<file path="config.mk">
export PLATFORM = sky130hd
export DESIGN_NAME = lpc_preemphasis
export DESIGN_NICKNAME = d
export VERILOG_FILES = /design/src/rtl/lpc_preemphasis.sv
export SDC_FILE = /design/constraint.sdc
export NUM_CORES = 1
export LEC_CHECK = 0
export ABC_AREA = 0
export CORE_MARGIN = 8
export CORE_UTILIZATION = 28
export DETAILED_ROUTE_END_ITERATION = 8
export GPL_TIMING_DRIVEN = 1
export SYNTH_ARGS = -nofsm -noshare
export SYNTH_HDL_FRONTEND = slang
export SYNTH_SLANG_ARGS = --single-unit
</file>
<file path="constraint.sdc">
create_clock -name clk -period 8 [get_ports clk]
set_input_delay 1.6 -clock clk [delete_from_list [all_inputs] [get_ports clk]]
set_output_delay 1.6 -clock clk [all_outputs]
set_load 0.05 [all_outputs]
</file>
<file path="src/rtl/lpc_preemphasis.sv">
// Streaming pre-emphasis y[n] = x[n] - a*x[n-1] between the DDR3 read
// and write masters, with a small output FIFO to ride out write backpressure.
module lpc_preemphasis #(
  parameter int DATA_WIDTH = 16,
  parameter int FIFO_DEPTH = 4
) (
  input  logic                  clk,
  input  logic                  rst,
  input  logic                  start,
  input  logic [31:0]           frame_length,
  input  logic [DATA_WIDTH-1:0] coef,
  output logic                  done,
  output logic                  busy,
  input  logic [DATA_WIDTH-1:0] in_data,
  input  logic                  in_data_available,
  output logic                  in_read,
  output logic [DATA_WIDTH-1:0] out_data,
  output logic                  out_write,
  input  logic                  out_full
);

  localparam int DW = DATA_WIDTH;
  localparam int PW = 2 * DW;
  localparam int AW = $clog2(FIFO_DEPTH);
  localparam int CW = AW + 1;

  typedef enum logic [1:0] {IDLE, RUN, FLUSH} state_t;

  state_t               state_q, state_d;
  logic [31:0]          rd_rem_q, rd_rem_d;
  logic [31:0]          wr_rem_q, wr_rem_d;
  logic signed [DW-1:0] coef_q, coef_d;
  logic signed [DW-1:0] x_prev_q, x_prev_d;
  logic signed [DW-1:0] stg_x_q;
  logic signed [PW-1:0] stg_p_q;
  logic                 stg_v_q;
  logic [DW-1:0]        mem_q [FIFO_DEPTH];
  logic [AW-1:0]        wp_q, rp_q;
  logic [CW-1:0]        cnt_q;

  logic [CW:0]          occ;
  logic signed [PW-1:0] prod;
  logic signed [DW+1:0] p_sh;
  logic signed [DW+1:0] y_w;
  logic [DW-1:0]        y_sat;

  // Stage entry counts as occupied so a pop always has a FIFO slot waiting
  assign occ = {1'b0, cnt_q} + {{CW{1'b0}}, stg_v_q};

  assign in_read = (state_q == RUN) && in_data_available
                && (rd_rem_q != '0)
                && (occ < (CW+1)'(FIFO_DEPTH));

  assign out_write = (cnt_q != '0) && !out_full;
  assign out_data  = mem_q[rp_q];
  assign busy      = (state_q != IDLE);
  assign done      = (state_q == FLUSH) && (wr_rem_q == '0)
                  && !stg_v_q && (cnt_q == '0);

  assign prod = PW'(coef_q) * PW'(x_prev_q);
  assign p_sh = (DW+2)'(stg_p_q >>> (DW-1));
  assign y_w  = (DW+2)'(stg_x_q) - p_sh;

  always_comb begin
    y_sat = y_w[DW-1:0];
    if (!((y_w[DW+1:DW-1] == 3'b000) || (y_w[DW+1:DW-1] == 3'b111))) begin
      y_sat = y_w[DW+1] ? {1'b1, {(DW-1){1'b0}}}
                        : {1'b0, {(DW-1){1'b1}}};
    end
  end

  always_comb begin
    state_d  = state_q;
    rd_rem_d = rd_rem_q;
    wr_rem_d = wr_rem_q;
    coef_d   = coef_q;
    x_prev_d = x_prev_q;
    if (in_read) begin
      rd_rem_d = rd_rem_q - 32'd1;
      x_prev_d = in_data;
    end
    if (out_write && (wr_rem_q != '0)) begin
      wr_rem_d = wr_rem_q - 32'd1;
    end
    unique case (state_q)
      IDLE: begin
        if (start) begin
          coef_d   = coef;
          x_prev_d = '0;
          rd_rem_d = frame_length;
          wr_rem_d = frame_length;
          state_d  = (frame_length == '0) ? FLUSH : RUN;
        end
      end
      RUN: begin
        if (in_read && (rd_rem_q == 32'd1)) state_d = FLUSH;
      end
      FLUSH: begin
        if (done) state_d = IDLE;
      end
      default: state_d = IDLE;
    endcase
  end

  always_ff @(posedge clk) begin
    if (rst) begin
      state_q  <= IDLE;
      rd_rem_q <= '0;
      wr_rem_q <= '0;
      coef_q   <= '0;
      x_prev_q <= '0;
      stg_x_q  <= '0;
      stg_p_q  <= '0;
      stg_v_q  <= 1'b0;
      wp_q     <= '0;
      rp_q     <= '0;
      cnt_q    <= '0;
      for (int i = 0; i < FIFO_DEPTH; i++) mem_q[i] <= '0;
    end else begin
      state_q  <= state_d;
      rd_rem_q <= rd_rem_d;
      wr_rem_q <= wr_rem_d;
      coef_q   <= coef_d;
      x_prev_q <= x_prev_d;
      stg_v_q  <= in_read;
      if (in_read) begin
        stg_x_q <= in_data;
        stg_p_q <= prod;
      end
      if (stg_v_q) begin
        mem_q[wp_q] <= y_sat;
        wp_q        <= wp_q + AW'(1);
      end
      if (out_write) rp_q <= rp_q + AW'(1);
      unique case ({stg_v_q, out_write})
        2'b10:   cnt_q <= cnt_q + CW'(1);
        2'b01:   cnt_q <= cnt_q - CW'(1);
        default: cnt_q <= cnt_q;
      endcase
    end
  end

endmodule

</file>
=== Word-level counts from Yosys, hierarchy flattened ===
Memories as Yosys holds them, arrays and structs flattened. A register that Yosys moved wholly into a read port is not among the register bits.
Index checks and enable logic that the tools add are counted.

* Add/sub/neg operators: 8
* $mul: 1
* $lt $le $gt $ge: 1
* Equal/unequal tests: 9
* Multiplexer cells: 27
* Reductions and logical operators: 25

{| class="wikitable"
|+ Operators with widths
! kind !! number
|-
| 2-to-1 mux 32 bit || 6
|-
| 2-to-1 mux 16 bit || 6
|-
| logical NOT 32 bit || 2
|-
| nonzero test 32 bit || 2
|-
| subtractor 32 x 1 -> 32 bit, second input constant || 2
|-
| equality test 32 x 1 -> 1 bit, second input constant || 1
|-
| multiplier 16 x 16 -> 32 bit || 1
|-
| subtractor 16 x 17 -> 18 bit || 1
|-
| OR reduction 16 bit || 1
|-
| 2-to-1 mux 2 bit || 7
|-
| logical AND 1 bit || 9
|-
| logical NOT 3 bit || 2
|-
| 2-to-1 mux 1 bit || 6
|-
| case mux 2 bit (3 select lines) || 1
|-
| case mux 3 bit (2 select lines) || 1
|-
| adder 2 x 1 -> 2 bit, second input constant || 2
|-
| adder 3 x 1 -> 4 bit || 1
|-
| equality test 2 x 1 -> 1 bit, second input constant || 2
|-
| equality test 2 bit, second input constant || 2
|-
| less-than comparator 4 x 3 -> 1 bit, second input constant || 1
|-
| != test 2 bit, second input constant || 2
|-
| nonzero test 2 bit || 2
|-
| adder 3 x 1 -> 3 bit, second input constant || 1
|-
| equality test 3 bit, second input constant || 1
|-
| other kinds (8) || 9
|}

* Flip-flop bits (word level): 154
* RAM bits: 64
* Input bits: 69
* Output and inout bits: 20
* Word-level logic and storage cells: 83
* Memories kept: 1

{| class="wikitable"
|+ Memories
! memory !! depth !! width !! rd ports !! clocked after Yosys merged registers in !! wr ports !! RTL line !! text
|-
| mem_q || 4 || 16 || 1 || 1 || 4 || 37 || <nowiki>logic [DW-1:0] mem_q [FIFO_DEPTH];</nowiki>
|}

=== Logic depth before layout (Yosys ltp) ===
Gate-level depths: netlist (run 1).

* Depth after elaboration: 7
* Gate-level depth with buffers: 23
* Mapped depth without buffers: 21

=== Least setup slack after synthesis (run 1) ===
Ideal clock, no wire load.

* Kind: reg2reg
* From: register coef_q[15]
* To: register stg_p_q[31]
* Library setup time: 0.070 ns
* Data arrival time: 6.028 ns
* Required time: 7.930 ns
* Setup slack: 1.901 ns
* Cell stages (with the launch flop): 22
* Path buffers: 2
* Period minus slack after synthesis: 6.099 ns
* Cells stage by stage: dfxtp_1 > clkbuf_1 > clkbuf_1 > nand2_1 > inv_1 > fa_1 > fa_1 > inv_1 > fa_1 > fa_1 > fa_1 > fa_1 > inv_1 > ha_1 > a21o_1 > a21oi_1 > o2bb2ai_1 > o41ai_1 > o21ai_0 > a211oi_1 > a41oi_1 > a21oi_1

* Longest elaborated chain between the ends: 1

{| class="wikitable"
|+ Ends and longest elaborated chain
! item !! RTL line !! text
|-
| start, declared || 32 || <nowiki>logic signed [DW-1:0] coef_q, coef_d;</nowiki>
|-
| start signal, assigned || 123 || <nowiki>coef_q <= coef_d;</nowiki>
|-
| multiplier 16 x 16 -> 32 bit || 60 || <nowiki>assign prod = PW'(coef_q) * PW'(x_prev_q);</nowiki>
|-
| end signal, assigned || 128 || <nowiki>stg_p_q <= prod;</nowiki>
|-
| end, declared || 35 || <nowiki>logic signed [PW-1:0] stg_p_q;</nowiki>
|}

Every way passes these cells.
A chain may end at the register's enable or synchronous reset.

=== Worst setup path in the final report (run 1) ===
* From: register x_prev_q[1]
* To: register stg_p_q[31]

* Longest elaborated chain between the ends: 1

{| class="wikitable"
|+ Ends and longest elaborated chain
! item !! RTL line !! text
|-
| start, declared || 33 || <nowiki>logic signed [DW-1:0] x_prev_q, x_prev_d;</nowiki>
|-
| start signal, assigned || 124 || <nowiki>x_prev_q <= x_prev_d;</nowiki>
|-
| multiplier 16 x 16 -> 32 bit || 60 ||
|}

Every way passes these cells.

==> metrics.md, run 1 <==
| Metric | Value |
|---|---|
| Status | `completed` |
| Avg WL per Cell | `16.5 microns` |
| # rows | `95` |
| Vias/cell | `4.77` |
| Starting Density | `28.3%` |
| Seq pwr share | `41.3%` |
| Switching Share | `32.4%` |
| CTS root buf | `clkbuf_16` |
| WHS | `0.457 ns` |
| Worst min-delay path startpoint | `stg_p_q[19]$_SDFFE_PP0P_` |
| Worst Hold Path EP | `stg_p_q[19]$_SDFFE_PP0P_` |
| CTS buffer count | `23` |
| Met3 wire len | `3690 microns` |
| Fin nets | `2533` |
| Slew Viols, Final | `0` |
| Final Core Density | `32.1%` |
| Share of layout cells above drive strength 1 | `4.30%` |
| Period Utilization, post-route | `85.2%` |
| Antenna violations before repair | `6` |
| Cell area after layout | `21600 sq um` |
| Yosys reg bits | `205` |
| Port Buffers | `88` |
| NetSw | `0.000949 W` |
| Comb pwr share | `22.8%` |
| Fill count | `6942` |
| FF-to-FF End | `stg_p_q[31]$_SDFFE_PP0P_` |
| Reg2reg start | `x_prev_q[1]$_SDFF_PP0_` |
| Post-Route Setup TNS | `0 ns` |
| Post-Syn Nets | `2491` |
| H-tree depth | `1` |
| Die ar. | `76800 sq um` |
| Routed via count | `14300` |
| First-pass GRT wire length | `83200 microns` |
| Setup CP Type | `flip-flop to flip-flop` |
| Max-Cap Viols | `0` |
| DR pass1 iterations | `7` |
| Flop-to-flop setup slack | `1.18 ns` |
| Worst Path Required | `8.47 ns` |
| Async S/R FF share, synth | `0%` |
| Syn Area/Cell | `9.28 sq um` |
| Count of cell types in the netlist | `63` |
| Clock network fraction of total power | `35.8%` |
| DIE HEIGHT | `277 microns` |
| Count leader, synth | `inv_1` |
| WHS Path Cells | `2` |
| Biggest area consumer among synthesized cells | `fa_1` |
| Worst-margin pin slew | `1.03 ns` |
| Setup crit start kind | `flip-flop` |
| Cells after synthesis | `2057` |
| P&R area growth vs syn | `13.3%` |
| Met2 wire length | `22900 microns` |
| Largest net degree at the start of global routing | `64` |
| # setup viols final | `0` |
| Detailed router's first-iteration violation count | `900` |
| CP Capture Type | `flip-flop` |
| Sequential element share of the synthesized area | `24.8%` |
| Ys flop type | `dfxtp_1` |
| Final RePlAce weighted congestion | `0.855` |
| Core area | `67400 sq um` |
| M1 WL | `21800 microns` |
| Static Leak | `9.34 nW` |
| Top layer reached by signal wires | `met5` |
| Maximum fanout along the worst path | `17` |
| Clock latency on the worst-skew pair | `0.54 ns` |
| Synth area leaders | `fa_1, dfxtp_1, edfxtp_1` |
| P_int | `0.00198 W` |
| Die Width | `277 microns` |
| IO Pins | `89` |
| PwrDens | `136 nW/um^2` |
| EDFF count, synth | `64` |
| Routed Wire Length | `49300 microns` |
| Synth cell count leaders | `inv_1, fa_1, nand2_1` |
| Total grt overflow | `0` |
| Placement Cell Area | `20900 sq um` |
| Number of global-route vias before repair | `15600` |
| Clock Path Buffers | `3` |
| Period minus WS final | `6.82 ns` |
| Final HPWL DP | `38100 microns` |
| Top cell type's share of synthesized area | `27.6%` |
| Mapped Area | `19100 sq um` |
| Clock sink count | `205` |
| DRT antenna net count | `0` |
| Hold Vio Cnt, Final | `0` |
| Setup Fix Bufs, Post-CTS | `0` |
| Critical Path AT | `7.29 ns` |
| FF-to-FF path depth | `19` |
| Clock Skew | `0.0129 ns` |
| RSZ-0062 raised after global routing | `false` |
| Hold-fix buffer count after cts | `0` |
| Gr usage total | `13.1%` |
| Critical path origin | `x_prev_q[1]$_SDFF_PP0_` |
| PostCTS Resize Cnt | `0` |
| Class of the worst hold path | `flip-flop to flip-flop` |
| Fmax | `147 MHz` |
| DRC viols | `0` |
| Slew margin rel. | `30.6%` |
| Syn. warnings | `0` |
| Peak VDD IR | `112 uV` |
| Clock Pin Slew Worst Setup and Hold Paths | `0.06 ns` |
| CTS tree | `yes` |
per-stage QoR:
stage	setup slack, ns	total power [W]	std cells
floorplan	1.90	0.00168	2057
global placement	1.35	0.00189	2947
detailed placement	1.21	0.00190	2947
CTS	1.19	0.00296	2989
global route	0.728	0.00309	2989
finish	1.18	0.00293	2991
critical path, stage by stage, from the launching register on:
cell and delay, ns:
dfxtp_1 0.86, nand2_1 0.21, inv_1 0.17, fa_1 0.55, fa_1 0.76, inv_1 0.20
fa_1 0.52, fa_1 0.58, fa_1 0.43, fa_1 0.49, inv_1 0.04, ha_1 0.32
a21o_1 0.19, a21oi_1 0.14, o2bb2ai_1 0.08, o41ai_1 0.41, o21ai_0 0.27, a211oi_1 0.28
a41oi_1 0.07, a21oi_1 0.15
flip-flops by register name, indices dropped and copies added (netlist names), named ones only:
name	cells
x_prev_q	16
wp_q	2
rp_q	2
stg_x_q	16
stg_v_q	1
mem_q	64
coef_q	16
stg_p_q	17
wr_rem_q	32
cnt_q	3
state_q	2
rd_rem_q	32
kinds of logic (layout without fill, tap and decap cells):
group | count (synthesis) | in the layout | share of synthesized area, %
fa+ha+maj | 365 | 365 | 34.3
xor+xnor | 101 | 101 | 4.63
other cells | 0 | 2 | 0
simple gates | 599 | 599 | 15.4
flops | 205 | 205 | 24.8
mux | 17 | 17 | 1.95
compound gates | 343 | 343 | 10.5
buf+inv | 427 | 486 | 8.40
cells in the final DEF, fill, tap and decap left out, types with 4 or more instances in the layout:
cell type / netlist / final
o21a_1: 6 / 6
or3_1: 9 / 9
nand2_1: 262 / 261
nor4_1: 23 / 23
a211oi_1: 7 / 7
or4_1: 12 / 12
mux4_2: 16 / 16
nor3_2: 4 / 4
o21ai_0: 26 / 26
fa_1: 263 / 263
o211ai_1: 5 / 5
a21o_1: 14 / 14
buf_4: 0 / 19
clkbuf_1: 86 / 5
xor2_1: 41 / 41
a22o_1: 7 / 7
and2_1: 117 / 117
and3_1: 5 / 5
clkbuf_16: 0 / 23
nand3_1: 17 / 17
edfxtp_1: 64 / 64
dfxtp_1: 141 / 141
xnor2_1: 60 / 60
inv_1: 336 / 336
clkdlybuf4s50_1: 0 / 87
a21oi_1: 209 / 209
nand2b_1: 15 / 15
nand4_1: 14 / 14
o21bai_1: 40 / 40
nor2_1: 71 / 71
nand3b_1: 4 / 4
nor3_1: 30 / 30
ha_1: 102 / 102
layout make-up:
cell class / count / area [sq um] / share of cell area (%)
Timing Repair Buffer: 107 / 1020 / 4.71
Sequential cell: 205 / 4740 / 21.9
Tap cell: 873 / 1090 / 5.05
Inverter: 337 / 1260 / 5.85
Antenna cell: 2 / 5.00 / 0.0231
Clock inverter: 9 / 97.6 / 0.451
Clock buffer: 33 / 648 / 3.00
Multi-Input combinational cell: 1425 / 12800 / 59.0
power groups by stage:
stage                     registers [W]  clock network (W)  logic, W
after floorplan                 0.00120                  0  0.000489
after global placement          0.00123                  0  0.000659
after detailed placement        0.00123                  0  0.000669
after CTS                       0.00121            0.00108  0.000674
after global routing            0.00122            0.00112  0.000743
final                           0.00121            0.00105  0.000670
layer usage:
metal / vias up / track usage [%]
li1: 6686 / -
met1: 7101 / 17.3
met2: 397 / 21.9
met3: 66 / 3.33
met4: 6 / 2.16
met5: - / 0
how the worst max path moves through the flow:
stage | slack [ns] | cells after the start | endpoint
after detailed placement | 1.21 | 19 | stg_p_q[31]$_SDFFE_PP0P_
final | 1.18 | 19 | stg_p_q[31]$_SDFFE_PP0P_
after floorplan | 1.90 | 21 | stg_p_q[31]$_SDFFE_PP0P_
after CTS | 1.19 | 19 | stg_p_q[31]$_SDFFE_PP0P_
after global placement | 1.35 | 19 | stg_p_q[30]$_SDFFE_PP0P_
after global routing | 0.73 | 19 | stg_p_q[31]$_SDFFE_PP0P_
(Power assumes the default switching activity.)
==> run 2: changes to the inputs <==
CORE_UTILIZATION = 55   (was 28)
PLACE_DENSITY = 0.74   (was default)
==> run 2 against run 1 <==
Effect of this change: clock power rose by 8%; first-iteration DRC count rose by 1.9%; combinational power fell by 3.4%; worst hold slack got worse by 0.0070 ns; maximum frequency rose by 1.3%; die area fell by 47%; register-to-register slack improved by 0.09 ns; critical path depth did not move; largest cell class unchanged; highest routed layer is now met4.
==> metrics.md, run 2 (synthesized netlist as in run 1, its figures left out) <==
| Metric | Value |
|---|---|
| Status | `completed` |
| Post-Route Setup TNS | `0 ns` |
| Largest registers | `mem_q: 64 flops, rd_rem_q: 32 flops, wr_rem_q: 32 flops` |
| Routed Wire Length | `46300 microns` |
| Avg WL per Cell | `18.1 microns` |
| Die ar. | `40900 sq um` |
| Port Buffers | `88` |
| Final RePlAce weighted congestion | `0.886` |
| Flop-to-flop setup slack | `1.27 ns` |
| Fmax | `149 MHz` |
| Seq pwr share | `40.8%` |
| Slew margin rel. | `20.7%` |
| CTS root buf | `clkbuf_16` |
| Most flops, register | `mem_q` |
| Setup crit start kind | `flip-flop` |
| Die Width | `202 microns` |
| DRT antenna net count | `0` |
| # setup viols final | `0` |
| Static Leak | `9.33 nW` |
| Worst-margin pin slew | `1.19 ns` |
| Clock Pin Slew Worst Setup and Hold Paths | `0.06 ns` |
| RSZ-0062 raised after global routing | `false` |
| H-tree depth | `1` |
| Routed via count | `14400` |
| Clock Skew | `0.0158 ns` |
| Commonest non-fill, non-tap cells in the layout | `inv_1, fa_1, nand2_1, a21oi_1, dfxtp_1` |
| Period minus WS final | `6.73 ns` |
| Worst slack, placed | `1.34 ns` |
| Clock sink count | `205` |
| CP Capture Type | `flip-flop` |
| Hold-fix buffer count after cts | `0` |
| Most common cell after layout, fill and taps aside | `inv_1` |
| Switching Share | `30.8%` |
| Clock Path Buffers | `3` |
| NetSw | `0.000926 W` |
| DR pass1 iterations | `5` |
| Setup CP Type | `flip-flop to flip-flop` |
| CTS tree | `yes` |
| Reg2reg start | `x_prev_q[2]$_SDFF_PP0_` |
| Core area | `34400 sq um` |
| CTS buffer count | `23` |
| PnR worst setup slack | `1.27 ns` |
| P&R area growth vs syn | `10.7%` |
| Slew Viols, Final | `0` |
| Starting Density | `55.6%` |
| P_int | `0.00208 W` |
| Class of the worst hold path | `flip-flop to flip-flop` |
| IO Pins | `89` |
| Final HPWL DP | `34700 microns` |
| Crit-path cells | `nand2_1 > inv_1 > fa_1 > fa_1 > inv_1 > fa_1 > fa_1 > fa_1 > fa_1 > inv_1 > ha_1 > a21o_1 > a21oi_1 > o2bb2ai_1 > o41ai_1 > o21ai_0 > a211oi_1 > a41oi_1 > a21oi_1` |
| PwrDens | `142 nW/um^2` |
| Maximum fanout along the worst path | `17` |
| Vias/cell | `5.62` |
| Share of layout cells above drive strength 1 | `4.08%` |
| Largest net degree at the start of global routing | `93` |
| Clock network fraction of total power | `37.7%` |
| Number of diodes | `0` |
| Antenna violations before repair | `0` |
| Period Utilization, post-route | `84.1%` |
| Clock latency on the worst-skew pair | `0.51 ns` |
| Gr usage total | `23.1%` |
| Worst Path Required | `8.43 ns` |
| FF-to-FF End | `stg_p_q[31]$_SDFFE_PP0P_` |
| CP peak stage delay | `0.84 ns` |
| DRC viols | `0` |
| Worst min-delay path startpoint | `stg_p_q[21]$_SDFFE_PP0P_` |
| Critical path's slowest cell | `dfxtp_1` |
| WHS Path Cells | `2` |
| Critical path origin | `x_prev_q[2]$_SDFF_PP0_` |
| Critical Path AT | `7.16 ns` |
| First-pass GRT wire length | `77800 microns` |
| Fin nets | `2525` |
| Max reg flops | `64` |
| Total grt overflow | `0` |
| Hold Vio Cnt, Final | `0` |
| Critical path's most frequent cell | `fa_1` |
| PostCTS Resize Cnt | `0` |
| Number of global-route vias before repair | `15500` |
| Detailed router's first-iteration violation count | `917` |
| FF-to-FF path depth | `19` |
| Worst Hold Path EP | `stg_p_q[21]$_SDFFE_PP0P_` |
| Peak VDD IR | `157 uV` |
| DIE HEIGHT | `202 microns` |
| Max-Cap Viols | `0` |
| # rows | `68` |
| Setup Fix Bufs, Post-CTS | `0` |
| Comb pwr share | `21.5%` |
## run 2: cell count changes in the layout (fill, tap and decap cells not counted), sizes merged
cell / delta
bufinv: +3
diode: -2
clkbuf: -6
buf: -8
clkinvlp: +1
clkinv: +1
## run 2: power by group through the flow
stage / clock network (W) / logic, W / registers [W]
2_1_floorplan: 0 / 0.000489 / 0.00120
3_5_place_dp: 0 / 0.000639 / 0.00125
3_3_place_gp: 0 / 0.000627 / 0.00124
6_report: 0.00113 / 0.000647 / 0.00123
5_1_grt: 0.00119 / 0.000716 / 0.00124
4_1_cts: 0.00115 / 0.000646 / 0.00122
## run 2: per-layer routing
layer,GRT usage [%],part of all wire (%)
met3,3.31,6.5
met1,29.3,41
met5,0,0
met4,8.26,3.7
met2,39.9,49
## run 2: final cells by class
type	count	area [sq um]
clock buffers	27	642
multi-input cells	1425	12800
inverters	337	1260
repair buffers	99	958
fillers	2879	13200
flip-flops and latches	205	4740
clock inverters	14	180
well taps	455	569
## run 2: how the worst max path moves through the flow
stage / to
finish: stg_p_q[31]$_SDFFE_PP0P_
global route: stg_p_q[31]$_SDFFE_PP0P_
CTS: stg_p_q[31]$_SDFFE_PP0P_
detailed placement: stg_p_q[31]$_SDFFE_PP0P_
global placement: stg_p_q[31]$_SDFFE_PP0P_
floorplan: stg_p_q[31]$_SDFFE_PP0P_
## run 2: worst max-delay path, delay by kind of cell, from the launching register on
kind	cells	cell delay [ns]
and+or+nand+nor	1	0.21
AOI/OAI and AO/OA	8	1.56
DFF	1	0.84
adders and majority gates	7	3.66
buffers and inverters	3	0.37
## run 2: stage by stage
stage | utilization, % | std cells | power [W] | instance area [sq um] | hold slack [ns]
2_1_floorplan | - | 2057 | 0.00168 | 19100 | 0.432
3_3_place_gp | 59.1 | 2521 | 0.00187 | 20300 | 0.441
3_5_place_dp | 59.1 | 2521 | 0.00188 | 20300 | 0.446
4_1_cts | 61.5 | 2562 | 0.00302 | 21100 | 0.453
5_1_grt | 61.5 | 2562 | 0.00314 | 21100 | 0.474
6_report | 61.5 | 2562 | 0.00301 | 21100 | 0.451
==> run 3: changes to the inputs <==
clock period = 7.04 ns   (was 8 ns; I/O delays follow)
==> run 3 against run 2 <==
Effect of this change: first-iteration DRC count grew 3.4%; sequential power increased by 12%; clock power grew 29%; final area increased by 1.2%; flip-flop and latch count is the same; register-to-register slack got worse by 0.78 ns; total power is 20% higher; utilization rose by 0.74 points; cell count increased by 0.86%.
==> metrics.md, run 3 (synthesized netlist as in run 1, its figures left out) <==
| Metric | Value |
|---|---|
| Comb pwr share | `21.0%` |
| Reg2reg start | `x_prev_q[3]$_SDFF_PP0_` |
| PostCTS Resize Cnt | `0` |
| DRC viols | `0` |
| Period minus WS final | `6.55 ns` |
| Commonest non-fill, non-tap cells in the layout | `inv_1, fa_1, nand2_1, a21oi_1, dfxtp_1` |
| WHS | `0.459 ns` |
| Class of the worst hold path | `flip-flop to flip-flop` |
| Slew margin rel. | `28.6%` |
| Worst-margin pin slew | `1.06 ns` |
| Final HPWL DP | `35400 microns` |
| Clock Skew | `0.0115 ns` |
| Post-Route Setup TNS | `0 ns` |
| Die Width | `202 microns` |
| Vias/cell | `5.61` |
| CP Buf/Inv Count | `2` |
| CP peak stage delay | `0.76 ns` |
| Number of global-route vias before repair | `15600` |
| Max reg flops | `64` |
| Clock Path Buffers | `3` |
| Clock network fraction of total power | `40.6%` |
| Maximum fanout along the worst path | `17` |
| Switching Share | `30.7%` |
| Peak VDD IR | `177 uV` |
| # rows | `68` |
| Antenna violations before repair | `0` |
| Hold Vio Cnt, Final | `0` |
| Worst slack, placed | `0.620 ns` |
| CTS buffer count | `25` |
| RSZ-0062 raised after global routing | `false` |
| Setup Fix Bufs, Post-CTS | `0` |
| Critical path's most frequent cell | `fa_1` |
| Hold-fix buffer count after cts | `0` |
| Detailed router's first-iteration violation count | `948` |
| # setup viols final | `0` |
| Crit-path cells | `and2_1 > fa_1 > fa_1 > inv_1 > fa_1 > fa_1 > fa_1 > fa_1 > inv_1 > ha_1 > a21o_1 > a21oi_1 > o2bb2ai_1 > o41ai_1 > o21ai_0 > a211oi_1 > a41oi_1 > a21oi_1` |
| Share of layout cells above drive strength 1 | `5.12%` |
| Largest delay share family, worst path | `adder cells` |
| DR pass1 iterations | `5` |
| Core area | `34400 sq um` |
| Critical Path AT | `7.02 ns` |
| Avg WL per Cell | `18.1 microns` |
| Max-Cap Viols | `0` |
| Clock Pin Slew Worst Setup and Hold Paths | `0.06 ns` |
| Static Leak | `9.48 nW` |
| Most flops, register | `mem_q` |
| DRT antenna net count | `0` |
| Total grt overflow | `0` |
| Critical path's slowest cell | `dfxtp_1` |
| Clock latency on the worst-skew pair | `0.55 ns` |
| CTS tree | `yes` |
| Setup crit start kind | `flip-flop` |
| CP Capture Type | `flip-flop` |
| Port Buffers | `88` |
| Clock sink count | `205` |
| IO Pins | `89` |
| Gr usage total | `23.4%` |
| H-tree depth | `1` |
| First-pass GRT wire length | `78600 microns` |
| Routed via count | `14500` |
| Final RePlAce weighted congestion | `0.882` |
| Largest net degree at the start of global routing | `75` |
| Worst Path Required | `7.51 ns` |
| Routed Wire Length | `46800 microns` |
| Worst min-delay path startpoint | `stg_p_q[17]$_SDFFE_PP0P_` |
| Starting Density | `55.6%` |
| Fmax | `153 MHz` |
| P&R area growth vs syn | `12.0%` |
| NetSw | `0.00110 W` |
| Largest registers | `mem_q: 64 flops, rd_rem_q: 32 flops, wr_rem_q: 32 flops` |
| Most common cell after layout, fill and taps aside | `inv_1` |
| Number of diodes | `0` |
| PwrDens | `168 nW/um^2` |
| Critical path origin | `x_prev_q[3]$_SDFF_PP0_` |
| Fin nets | `2544` |
| Die ar. | `40900 sq um` |
| PnR worst setup slack | `0.488 ns` |
| P_int | `0.00249 W` |
| Period Utilization, post-route | `93.1%` |
| Setup CP Type | `flip-flop to flip-flop` |
| DIE HEIGHT | `202 microns` |
| Slew Viols, Final | `0` |
| Status | `completed` |
| Fill count | `2878` |
| Seq pwr share | `38.3%` |
| CTS root buf | `clkbuf_16` |
run 3: worst reg2reg max path: stages (launching register included):
cell	delay [ns]
dfxtp_1	0.76
and2_1	0.24
fa_1	0.55
fa_1	0.74
inv_1	0.19
fa_1	0.52
fa_1	0.58
fa_1	0.43
fa_1	0.49
inv_1	0.04
ha_1	0.32
a21o_1	0.19
a21oi_1	0.14
o2bb2ai_1	0.10
o41ai_1	0.42
o21ai_0	0.27
a211oi_1	0.29
a41oi_1	0.07
a21oi_1	0.14
run 3: cell type report:
cell class | count | area, sq um | area share (%)
Multi-Input combinational cell | 1425 | 12800 | 59.7
Sequential cell | 205 | 4740 | 22.2
Inverter | 337 | 1260 | 5.91
Timing Repair Buffer | 116 | 1090 | 5.08
Clock buffer | 32 | 728 | 3.40
Tap cell | 455 | 569 | 2.66
Clock inverter | 14 | 221 | 1.04
run 3: per-layer routing:
| layer | track usage (%) | routed length [microns] | vias up |
|---|---|---|---|
| met5 | 0 | 0 | - |
| met3 | 2.95 | 2930 | 96 |
| met2 | 40.8 | 23200 | 451 |
| li1 | - | - | 6721 |
| met1 | 30.3 | 19400 | 7235 |
| met4 | 6.71 | 1250 | 0 |
run 3: worst paths after layout:
check,depth (start not counted),slack [ns],endpoint
setup reg to reg,18,0.49,stg_p_q[31]$_SDFFE_PP0P_
setup / recovery,18,0.49,stg_p_q[31]$_SDFFE_PP0P_
hold / removal,2,0.46,stg_p_q[17]$_SDFFE_PP0P_
hold reg to reg,2,0.46,stg_p_q[17]$_SDFFE_PP0P_
run 3: stage by stage:
stage	area, sq um	utilization (%)	std cells	power (W)
2_1_floorplan	19100	-	2057	0.00191
3_3_place_gp	20400	59.5	2538	0.00213
3_5_place_dp	20400	59.5	2538	0.00215
4_1_cts	21400	62.2	2584	0.00361
5_1_grt	21400	62.2	2584	0.00375
6_report	21400	62.2	2584	0.00360
run 3: power by group through the flow:
stage	Sequential [W]	Combinational [W]	Clock, W
floorplan	0.00136	0.000555	0
global placement	0.00140	0.000734	0
detailed placement	0.00140	0.000747	0
CTS	0.00138	0.000754	0.00148
global route	0.00139	0.000833	0.00153
finish	0.00138	0.000757	0.00146
